**src/rtl/ram_arbiter_pkg.sv**
```systemverilog
// Shared definitions for the two-requester RAM arbiter: requester indices,
// the round-robin priority pointer type and its reset value.
package ram_arbiter_pkg;

  localparam int REQ0 = 0;
  localparam int REQ1 = 1;

  // Which requester wins when both ask in the same cycle.
  typedef enum logic {
    PRIO_REQ0 = 1'b0,
    PRIO_REQ1 = 1'b1
  } prio_e;

  localparam prio_e PRIO_RESET = PRIO_REQ0;

  // After a grant, priority passes to the requester that was not served.
  function automatic prio_e prio_after(input logic granted_req1);
    return granted_req1 ? PRIO_REQ0 : PRIO_REQ1;
  endfunction

endpackage

```
**src/rtl/ram_arbiter_if.sv**
```systemverilog
// Bus between two requesters, the arbiter and one pseudo-dual-port RAM.
// Handshake: a requester raises *Request and holds it, with stable address/data,
// until the matching *Grant is high at a rising edge; that edge accepts the access.
interface ram_arbiter_if #(
  parameter int ADDRESS_WIDTH = 16,
  parameter int DATA_WIDTH    = 8
) ();
  import ram_arbiter_pkg::*;

  logic                     ReadRequest0_i;
  logic [ADDRESS_WIDTH-1:0] ReadAddress0_i;
  logic                     ReadGrant0_o;
  logic                     ReadValid0_o;
  logic                     ReadRequest1_i;
  logic [ADDRESS_WIDTH-1:0] ReadAddress1_i;
  logic                     ReadGrant1_o;
  logic                     ReadValid1_o;
  logic [DATA_WIDTH-1:0]    ReadData_o;

  logic                     WriteRequest0_i;
  logic [ADDRESS_WIDTH-1:0] WriteAddress0_i;
  logic [DATA_WIDTH-1:0]    WriteData0_i;
  logic                     WriteGrant0_o;
  logic                     WriteRequest1_i;
  logic [ADDRESS_WIDTH-1:0] WriteAddress1_i;
  logic [DATA_WIDTH-1:0]    WriteData1_i;
  logic                     WriteGrant1_o;

  logic                     RamReadEnable_o;
  logic [ADDRESS_WIDTH-1:0] RamReadAddress_o;
  logic                     RamWriteEnable_o;
  logic [ADDRESS_WIDTH-1:0] RamWriteAddress_o;
  logic [DATA_WIDTH-1:0]    RamData_o;
  logic [DATA_WIDTH-1:0]    RamData_i;

  // Current priority pointers of the read and write arbiters.
  prio_e                    read_priority;
  prio_e                    write_priority;

  modport master (
    output ReadRequest0_i, ReadAddress0_i, ReadRequest1_i, ReadAddress1_i,
    output WriteRequest0_i, WriteAddress0_i, WriteData0_i,
    output WriteRequest1_i, WriteAddress1_i, WriteData1_i,
    output RamData_i,
    input  ReadGrant0_o, ReadValid0_o, ReadGrant1_o, ReadValid1_o, ReadData_o,
    input  WriteGrant0_o, WriteGrant1_o,
    input  RamReadEnable_o, RamReadAddress_o,
    input  RamWriteEnable_o, RamWriteAddress_o, RamData_o,
    input  read_priority, write_priority
  );

  modport slave (
    input  ReadRequest0_i, ReadAddress0_i, ReadRequest1_i, ReadAddress1_i,
    input  WriteRequest0_i, WriteAddress0_i, WriteData0_i,
    input  WriteRequest1_i, WriteAddress1_i, WriteData1_i,
    input  RamData_i,
    output ReadGrant0_o, ReadValid0_o, ReadGrant1_o, ReadValid1_o, ReadData_o,
    output WriteGrant0_o, WriteGrant1_o,
    output RamReadEnable_o, RamReadAddress_o,
    output RamWriteEnable_o, RamWriteAddress_o, RamData_o,
    output read_priority, write_priority
  );

endinterface

```
**src/rtl/ram_arbiter_rr_arbiter2.sv**
```systemverilog
// Two-input round-robin arbiter with a registered 1-bit priority pointer.
// Grants are combinational and suppressed while Reset is high.
module rr_arbiter2
  import ram_arbiter_pkg::*;
(
  input  logic       Clock,
  input  logic       Reset,
  input  logic [1:0] request,
  output logic [1:0] grant,
  output prio_e      pointer
);

  prio_e pointer_next;

  always_ff @(posedge Clock) begin
    if (Reset) begin
      pointer <= PRIO_RESET;
    end else begin
      pointer <= pointer_next;
    end
  end

  always_comb begin
    grant        = 2'b00;
    pointer_next = pointer;
    if (!Reset) begin
      case (request)
        2'b01:   grant[REQ0] = 1'b1;
        2'b10:   grant[REQ1] = 1'b1;
        2'b11: begin
          if (pointer == PRIO_REQ0) grant[REQ0] = 1'b1;
          else                      grant[REQ1] = 1'b1;
        end
        default: grant = 2'b00;
      endcase
      // Pointer moves only when someone was served; idle cycles keep it.
      if (grant != 2'b00) pointer_next = prio_after(grant[REQ1]);
    end
  end

endmodule

```
**src/rtl/ram_arbiter.sv**
```systemverilog
// Arbitrates two requesters onto one pseudo-dual-port RAM: independent read and
// write round-robin arbiters, 1-cycle read return with write-first bypass.
module ram_arbiter
  import ram_arbiter_pkg::*;
#(
  parameter int ADDRESS_WIDTH = 16,
  parameter int DATA_WIDTH    = 8
) (
  input logic          Clock,
  input logic          Reset,
  ram_arbiter_if.slave bus
);

  logic [1:0]               read_grant;
  logic [1:0]               write_grant;
  prio_e                    read_pointer;
  prio_e                    write_pointer;

  logic                     ram_read_enable;
  logic [ADDRESS_WIDTH-1:0] ram_read_address;
  logic                     ram_write_enable;
  logic [ADDRESS_WIDTH-1:0] ram_write_address;
  logic [DATA_WIDTH-1:0]    ram_write_data;
  logic                     bypass_now;

  logic [1:0]               read_valid;
  logic                     bypass_hit;
  logic [DATA_WIDTH-1:0]    bypass_data;

  rr_arbiter2 u_read_arb (
    .Clock   (Clock),
    .Reset   (Reset),
    .request ({bus.ReadRequest1_i, bus.ReadRequest0_i}),
    .grant   (read_grant),
    .pointer (read_pointer)
  );

  rr_arbiter2 u_write_arb (
    .Clock   (Clock),
    .Reset   (Reset),
    .request ({bus.WriteRequest1_i, bus.WriteRequest0_i}),
    .grant   (write_grant),
    .pointer (write_pointer)
  );

  always_comb begin
    ram_read_enable   = |read_grant;
    ram_read_address  = '0;
    ram_write_enable  = |write_grant;
    ram_write_address = '0;
    ram_write_data    = '0;
    if (read_grant[REQ0])      ram_read_address = bus.ReadAddress0_i;
    else if (read_grant[REQ1]) ram_read_address = bus.ReadAddress1_i;
    if (write_grant[REQ0]) begin
      ram_write_address = bus.WriteAddress0_i;
      ram_write_data    = bus.WriteData0_i;
    end else if (write_grant[REQ1]) begin
      ram_write_address = bus.WriteAddress1_i;
      ram_write_data    = bus.WriteData1_i;
    end
  end

  // The RAM returns old data on a same-cycle read/write collision, so the
  // write data is captured here and substituted on the return path.
  assign bypass_now = ram_read_enable && ram_write_enable &&
                      (ram_read_address == ram_write_address);

  always_ff @(posedge Clock) begin
    if (Reset) begin
      read_valid  <= 2'b00;
      bypass_hit  <= 1'b0;
      bypass_data <= '0;
    end else begin
      read_valid <= read_grant;
      bypass_hit <= bypass_now;
      if (bypass_now) bypass_data <= ram_write_data;
    end
  end

  assign bus.ReadGrant0_o      = read_grant[REQ0];
  assign bus.ReadGrant1_o      = read_grant[REQ1];
  assign bus.WriteGrant0_o     = write_grant[REQ0];
  assign bus.WriteGrant1_o     = write_grant[REQ1];

  // Reset drops an in-flight read immediately, not one cycle later.
  assign bus.ReadValid0_o      = read_valid[REQ0] & ~Reset;
  assign bus.ReadValid1_o      = read_valid[REQ1] & ~Reset;
  assign bus.ReadData_o        = (bypass_hit && !Reset) ? bypass_data : bus.RamData_i;

  assign bus.RamReadEnable_o   = ram_read_enable;
  assign bus.RamReadAddress_o  = ram_read_address;
  assign bus.RamWriteEnable_o  = ram_write_enable;
  assign bus.RamWriteAddress_o = ram_write_address;
  assign bus.RamData_o         = ram_write_data;

  assign bus.read_priority     = read_pointer;
  assign bus.write_priority    = write_pointer;

endmodule

```
**src/flat_wrapper.sv**
```systemverilog
// flat-port wrapper written by rule: the top's interface ports become plain ports
module ram_arbiter_flat import ram_arbiter_pkg::*;
#(
  parameter int ADDRESS_WIDTH = 16,
  parameter int DATA_WIDTH    = 8
)
  (Clock, Reset, bus_ReadRequest0_i, bus_ReadAddress0_i, bus_ReadRequest1_i, bus_ReadAddress1_i, bus_WriteRequest0_i, bus_WriteAddress0_i, bus_WriteData0_i, bus_WriteRequest1_i, bus_WriteAddress1_i, bus_WriteData1_i, bus_RamData_i, bus_ReadGrant0_o, bus_ReadValid0_o, bus_ReadGrant1_o, bus_ReadValid1_o, bus_ReadData_o, bus_WriteGrant0_o, bus_WriteGrant1_o, bus_RamReadEnable_o, bus_RamReadAddress_o, bus_RamWriteEnable_o, bus_RamWriteAddress_o, bus_RamData_o, bus_read_priority, bus_write_priority);
  ram_arbiter_if #(.ADDRESS_WIDTH(ADDRESS_WIDTH), .DATA_WIDTH(DATA_WIDTH)) bus_i ();
  input logic Clock;
  input logic Reset;
  input wire logic [$bits(bus_i.ReadRequest0_i)-1:0] bus_ReadRequest0_i;
  input wire logic [$bits(bus_i.ReadAddress0_i)-1:0] bus_ReadAddress0_i;
  input wire logic [$bits(bus_i.ReadRequest1_i)-1:0] bus_ReadRequest1_i;
  input wire logic [$bits(bus_i.ReadAddress1_i)-1:0] bus_ReadAddress1_i;
  input wire logic [$bits(bus_i.WriteRequest0_i)-1:0] bus_WriteRequest0_i;
  input wire logic [$bits(bus_i.WriteAddress0_i)-1:0] bus_WriteAddress0_i;
  input wire logic [$bits(bus_i.WriteData0_i)-1:0] bus_WriteData0_i;
  input wire logic [$bits(bus_i.WriteRequest1_i)-1:0] bus_WriteRequest1_i;
  input wire logic [$bits(bus_i.WriteAddress1_i)-1:0] bus_WriteAddress1_i;
  input wire logic [$bits(bus_i.WriteData1_i)-1:0] bus_WriteData1_i;
  input wire logic [$bits(bus_i.RamData_i)-1:0] bus_RamData_i;
  output wire logic [$bits(bus_i.ReadGrant0_o)-1:0] bus_ReadGrant0_o;
  output wire logic [$bits(bus_i.ReadValid0_o)-1:0] bus_ReadValid0_o;
  output wire logic [$bits(bus_i.ReadGrant1_o)-1:0] bus_ReadGrant1_o;
  output wire logic [$bits(bus_i.ReadValid1_o)-1:0] bus_ReadValid1_o;
  output wire logic [$bits(bus_i.ReadData_o)-1:0] bus_ReadData_o;
  output wire logic [$bits(bus_i.WriteGrant0_o)-1:0] bus_WriteGrant0_o;
  output wire logic [$bits(bus_i.WriteGrant1_o)-1:0] bus_WriteGrant1_o;
  output wire logic [$bits(bus_i.RamReadEnable_o)-1:0] bus_RamReadEnable_o;
  output wire logic [$bits(bus_i.RamReadAddress_o)-1:0] bus_RamReadAddress_o;
  output wire logic [$bits(bus_i.RamWriteEnable_o)-1:0] bus_RamWriteEnable_o;
  output wire logic [$bits(bus_i.RamWriteAddress_o)-1:0] bus_RamWriteAddress_o;
  output wire logic [$bits(bus_i.RamData_o)-1:0] bus_RamData_o;
  output wire logic [$bits(bus_i.read_priority)-1:0] bus_read_priority;
  output wire logic [$bits(bus_i.write_priority)-1:0] bus_write_priority;
  assign bus_i.ReadRequest0_i = bus_ReadRequest0_i;
  assign bus_i.ReadAddress0_i = bus_ReadAddress0_i;
  assign bus_i.ReadRequest1_i = bus_ReadRequest1_i;
  assign bus_i.ReadAddress1_i = bus_ReadAddress1_i;
  assign bus_i.WriteRequest0_i = bus_WriteRequest0_i;
  assign bus_i.WriteAddress0_i = bus_WriteAddress0_i;
  assign bus_i.WriteData0_i = bus_WriteData0_i;
  assign bus_i.WriteRequest1_i = bus_WriteRequest1_i;
  assign bus_i.WriteAddress1_i = bus_WriteAddress1_i;
  assign bus_i.WriteData1_i = bus_WriteData1_i;
  assign bus_i.RamData_i = bus_RamData_i;
  assign bus_ReadGrant0_o = bus_i.ReadGrant0_o;
  assign bus_ReadValid0_o = bus_i.ReadValid0_o;
  assign bus_ReadGrant1_o = bus_i.ReadGrant1_o;
  assign bus_ReadValid1_o = bus_i.ReadValid1_o;
  assign bus_ReadData_o = bus_i.ReadData_o;
  assign bus_WriteGrant0_o = bus_i.WriteGrant0_o;
  assign bus_WriteGrant1_o = bus_i.WriteGrant1_o;
  assign bus_RamReadEnable_o = bus_i.RamReadEnable_o;
  assign bus_RamReadAddress_o = bus_i.RamReadAddress_o;
  assign bus_RamWriteEnable_o = bus_i.RamWriteEnable_o;
  assign bus_RamWriteAddress_o = bus_i.RamWriteAddress_o;
  assign bus_RamData_o = bus_i.RamData_o;
  assign bus_read_priority = bus_i.read_priority;
  assign bus_write_priority = bus_i.write_priority;
  ram_arbiter #(.ADDRESS_WIDTH(ADDRESS_WIDTH), .DATA_WIDTH(DATA_WIDTH)) u_core (.Clock(Clock), .Reset(Reset), .bus(bus_i));
endmodule
```
**config.mk**
```make
export PLATFORM = sky130hd
export DESIGN_NAME = ram_arbiter_flat
export DESIGN_NICKNAME = d
export VERILOG_FILES = /design/src/rtl/ram_arbiter_pkg.sv /design/src/rtl/ram_arbiter_if.sv /design/src/rtl/ram_arbiter_rr_arbiter2.sv /design/src/rtl/ram_arbiter.sv /design/src/flat_wrapper.sv
export SDC_FILE = /design/constraint.sdc
export NUM_CORES = 1
export LEC_CHECK = 0
export CORE_UTILIZATION = 23
export CTS_BUF_LIST = sky130_fd_sc_hd__clkbuf_16
export DETAILED_ROUTE_END_ITERATION = 8
export GPL_ROUTABILITY_DRIVEN = 0
export MAX_ROUTING_LAYER = met4
export PLACE_DENSITY = 0.68
export SYNTH_ARGS = -nofsm -noshare
export SYNTH_HDL_FRONTEND = slang
export SYNTH_SLANG_ARGS = --single-unit
```
**constraint.sdc**
```tcl
create_clock -name Clock -period 7.3 [get_ports Clock]
set_clock_uncertainty 0.1 [all_clocks]
set_input_delay 1.825 -clock Clock [delete_from_list [all_inputs] [get_ports Clock]]
set_output_delay 1.825 -clock Clock [all_outputs]
set_load 0.005 [all_outputs]
```
# Word level (Yosys, flattened, before mapping)
# Cells that the tools add are included.
# totals
reg_bits,13
output_inout_bits,58
input_bits,94
elab_cells,46
# classes
n_eq_ne,7
n_reduce_logical,8
bitwise_logic,3
mux,23
# op_table
operator,n
16-bit two-way mux,4
8-bit two-way mux,3
16-bit == test,1
1-bit two-way mux,10
"2-bit == test, second input constant",4
1-bit case mux with 2 select lines,4
"2-bit by 1-bit == test with 1-bit output, second input constant",2
2-bit two-way mux,2
2-bit nonzero test,2
2-bit OR reduction,2
1-bit logical AND,3
1-bit AND,2
1-bit zero test,1
1-bit NOT,1

# Depth between registers and ports, before layout
# logic_depth
word_depth,8
depth_mapped,10
mapped_depth_nobuf,7

# By module
# Synthesis repeated with hierarchy kept, for this count alone.
# hier_totals
hier_cells,221
area_unflattened_um2,1559.0
# modules_own_cells
module,seq_area_each_um2,instances,area_per_inst_um2,cells_each
ram_arbiter,220.2,1,1436.4,209
rr_arbiter2,20.0,2,61.3,6

# Least setup slack after synthesis
# Ideal clock, no wire load.
# synth_timing
path_type,input -> output
from,input Reset
to,output bus_ReadData_o[0]
setup_slack_ns,2.277
required_time_ns,5.375
path_stages,6
arrival_time_ns,3.098
n_path_buf,4
cell_sequence,buf_2 buf_2 buf_2 nand2b_1 clkbuf_1 mux2_2
# synth_via
elab_chain_len,3
# synth_lines
item,line,rtl
from (decl),flat_wrapper.sv:10,input logic Reset;
1-bit zero test,ram_arbiter.sv:88,assign bus.ReadData_o = (bypass_hit && !Reset) ? bypass_data : bus.RamData_i;
1-bit logical AND,ram_arbiter.sv:88,
8-bit two-way mux,ram_arbiter.sv:88,
to (decl),flat_wrapper.sv:26,output wire logic [$bits(bus_i.ReadData_o)-1:0] bus_ReadData_o;
# Every way passes these cells.

# Final worst setup path
# layout_timing
from,input bus_ReadRequest1_i
to,output bus_RamReadAddress_o[14]
# layout_via
elab_chain_len,6
elab_cells_between_ends,10
classes_between,eq/ne (3); mux (7)
# layout_lines
item,line,rtl
from (decl),flat_wrapper.sv:13,input wire logic [$bits(bus_i.ReadRequest1_i)-1:0] bus_ReadRequest1_i;
2-bit == test,ram_arbiter_rr_arbiter2.sv:27,case (request)
1-bit case mux with 2 select lines,ram_arbiter_rr_arbiter2.sv:27,
1-bit two-way mux,ram_arbiter_rr_arbiter2.sv:26,if (!Reset) begin
2-bit two-way mux *,ram_arbiter_rr_arbiter2.sv:26,
16-bit two-way mux,ram_arbiter.sv:53,else if (read_grant[REQ1]) ram_read_address = bus.ReadAddress1_i;
16-bit two-way mux *,ram_arbiter.sv:52,if (read_grant[REQ0]) ram_read_address = bus.ReadAddress0_i;
to (decl),flat_wrapper.sv:30,output wire logic [$bits(bus_i.RamReadAddress_o)-1:0] bus_RamReadAddress_o;
# Mark *: on every way between the ends. The rest lies on a longest branch, timed or not. The select of a mux whose other input is x is not followed.

==> run metrics <==
DRT Wirelength approximately 6.3 mm; cell type with the highest occurrence count on the critical path sky130_fd_sc_hd__clkdlybuf4s50_1; cell leakage power between 1 and 1.5 nW; area share of fa/ha/maj cells after synthesis 0%; post-CTS setup buffer count 0; class of the tightest hold or removal check reg -> reg; R2R setup slack 4010 ps; startpoint-to-endpoint class of the critical path in -> out; highest clock frequency the design can meet 170 MHz; post-detailed-route wirelength per cell 16.0 um; Vias/cell about 5.0; initial core utilization 24.2%; pin count of the biggest net entering global routing 38; Site Rows 28; post-cts resize count 0; number of distinct library cell variants in the gate-level netlist after synthesis 23; share of final-layout standard cells stronger than drive strength 1 8.75%; Top delay family on crit path buffers and inverters; main combinational cell family by area after synthesis compound AO/OA/AOI/OAI gates; cell area after synthesis 0.00145 mm^2; post-layout instance count excluding filler cells 395; Final Hold Fails 0; post-CTS clock slew at the launch and capture registers of the worst setup and hold paths around 50 ps; sink count of the clock tree 13; final-layout setup total negative slack 0 ps; required time worst endpoint 5380 ps; chip width 81.3 um; Final Critical Period 5900 ps; critical register-to-register path endpoint u_core.bypass_data[7]; share of the clock period used by the worst path about four fifths; antenna violations before repair 0; post-route worst hold slack 418 ps; Max H-tree Level 1; via count of the first global-routing pass 1,885; normalized max-slew margin 45.8%; count of nets left with antenna violations after detail routing 0; flop and latch count out of synthesis 13; detailed-routing iteration count for the pre-antenna-repair pass 4; yosys warns 0; Longest Clk Path Bufs 2; source-to-sink clock delay at the later pin of the worst-skew pair 240 ps; simple-gate portion of the synthesized area a little under a quarter; Synth Net Count approximately 270; Area contributors post-synth sky130_fd_sc_hd__a32oi_1, sky130_fd_sc_hd__dfxtp_1, sky130_fd_sc_hd__nor2_1; core region area 0.00599 mm^2; # port buffers 151; setup repair after global routing missed its margin no; Max Fanout on Critical Path 20; ordered list of cells on the worst path clkdlybuf4s50_1 -> buf_4 -> a21boi_2 -> a32oi_1 -> nor2_1 -> clkdlybuf4s50_1; io pins around 150; Final setup violation count 0; number of pins with negative max-slew slack in the final report 0; ANT cells 0; CTS tree yes; count of hold-fix buffers inserted at cts 0; total global routing overflow 0; worst-margin pin slew 809 ps; number of instances in the synthesized netlist 179; via total after detailed routing between 1,500 and 2,000; Crit Reg-Reg Startpoint u_core.u_read_arb.pointer; Die Outline Area 0.00662 mm^2; Critical path destination bus_RamReadAddress_o[14]; critical path endpoint category output port; Remaining DRCs 0; power consumption 0.340 mW; cell depth of the worst setup path 6; Post-DP HPWL 4.94 mm; Peak VDD IR 0.157 mV; critical path startpoint bus_ReadRequest1_i; startpoint of the most critical hold path u_core.u_write_arb.pointer; Inserted Clock Buffers 3; clock root buffer sky130_fd_sc_hd__clkbuf_16; multiplexer fraction of the synthesized cell area between 10% and 20%; worst endpoint data arrival time 3970 ps; Seq/Total Area, Yosys 18.0%; growth of design area from synthesis to finish 111%; largest incremental delay on the critical path 650 ps; number of cell instances on the worst register-to-register path 7; status complete, no violations; die height 81.3 um; post-layout net count 415; number of cells in the design after placement 391; Buf/Inv on CP 3; global-route wire length before repair 9.29 mm; synthesized-area fraction occupied by ao, oa, aoi and oai cells 27.3%; count of maximum capacitance violations 0; library cell occupying the most area in the post-synthesis netlist sky130_fd_sc_hd__a32oi_1; XOR/XNOR share of the synthesized area under 10%; global router's overall resource usage 19.0%; share of the synthesized area in the top cell type 19.4%; slowest stage cell on the critical path sky130_fd_sc_hd__a21boi_2; Power Density 111 mW/mm^2; Post-Syn Area per Cell 8.09 um^2; number of design-rule violations left by the first detailed-router iteration 32; crit path launch type input port
==> Yosys cell counts <==
| cell | number |
|---|---|
| sky130_fd_sc_hd__or4_1 | 1 |
| sky130_fd_sc_hd__buf_2 | 6 |
| sky130_fd_sc_hd__dfxtp_1 | 13 |
| sky130_fd_sc_hd__mux2_4 | 8 |
| sky130_fd_sc_hd__xor2_1 | 1 |
| sky130_fd_sc_hd__a32oi_1 | 32 |
| sky130_fd_sc_hd__a21boi_2 | 2 |
| sky130_fd_sc_hd__buf_1 | 1 |
| sky130_fd_sc_hd__nand4_1 | 6 |
| sky130_fd_sc_hd__clkbuf_1 | 8 |
| sky130_fd_sc_hd__a21oi_1 | 2 |
| sky130_fd_sc_hd__nand2b_1 | 4 |
| sky130_fd_sc_hd__xnor2_1 | 15 |
| sky130_fd_sc_hd__o211ai_1 | 1 |
| sky130_fd_sc_hd__mux2_2 | 8 |
| sky130_fd_sc_hd__a22o_1 | 8 |
| sky130_fd_sc_hd__nor4_1 | 1 |
| sky130_fd_sc_hd__nand2_1 | 4 |
| sky130_fd_sc_hd__nor2b_1 | 11 |
| sky130_fd_sc_hd__nand4bb_1 | 2 |
| sky130_fd_sc_hd__o21ai_0 | 1 |
| sky130_fd_sc_hd__buf_6 | 4 |
| sky130_fd_sc_hd__nor2_1 | 40 |
==> routing by layer <==
metal	global-route usage, %	wire length, um
met4	3.93	49
met3	2.36	502
met2	36.3	3350
met1	20.7	2420
met5	-	0
==> cells by family after synthesis <==
logic type,Yosys count
XOR/XNOR,16
flip-flops,13
buffers and inverters,19
multiplexers,16
AO/OA/AOI/OAI,46
AND/OR/NAND/NOR,69
==> worst min-delay path by stage <==
stage                                 endpoint  slack, ps  depth (start not counted)
detailed placement  u_core.u_write_arb.pointer        400                          2
CTS                 u_core.u_write_arb.pointer        410                          2
floorplan           u_core.u_write_arb.pointer        400                          2
global placement    u_core.u_write_arb.pointer        400                          2
global route        u_core.u_write_arb.pointer        440                          2
finish              u_core.u_write_arb.pointer        420                          2
==> area by class of cell <==
cell class,instances,area (um^2)
multi-input combinational,147,1080
tap,75,93.8
clock inverter,1,5.00
fill,588,2930
timing repair buffer,156,1540
sequential,13,260
clock buffer,3,75.1
==> state kept, by name, indices dropped and copies added (netlist names) <==
name,count
u_core.bypass_data,8
u_core.u_write_arb.pointer,1
u_core.u_read_arb.pointer,1
u_core.bypass_hit,1
u_core.read_valid,2
==> worst min-delay path: cells and delay by family, from the launching register on <==
| kind | cells | cell delay [ps] |
|---|---|---|
| flops | 1 | 330 |
| simple gates | 1 | 80 |
| compound gates | 1 | 60 |
==> per-stage QoR <==
stage | setup WS, ps | instance area [um^2] | utilization [%]
after floorplan | 2280 | 1450 | -
after global placement | 1400 | 2980 | 49.7
after detailed placement | 1380 | 2980 | 49.7
after CTS | 1370 | 3060 | 51.0
after global routing | 1210 | 3060 | 51.0
final | 1400 | 3060 | 51.0
==> placed cells by master (no fill, tap or decap), drive strengths merged <==
cell | netlist | layout
clkdlybuf4s50 | 0 | 150
nor2 | 40 | 40
a32oi | 32 | 32
mux2 | 16 | 16
xnor2 | 15 | 15
dfxtp | 13 | 13
nor2b | 11 | 11
a22o | 8 | 8
nand4 | 6 | 6
buf | 11 | 6
nand2b | 4 | 4
nand2 | 4 | 4
clkbuf | 8 | 3
a21boi | 2 | 2
a21oi | 2 | 2
nand4bb | 2 | 2
o211ai | 1 | 1
xor2 | 1 | 1
or4 | 1 | 1
nor4 | 1 | 1
o21ai | 1 | 1
clkinv | 0 | 1
==> report_power, final <==
part           switching (mW)  total (mW)  internal (mW)
clock network          0.0308       0.104         0.0729
registers             0.00110      0.0738         0.0727
logic                  0.0613       0.163          0.102
total                  0.0932       0.340          0.247
(Power assumes the default switching activity.)
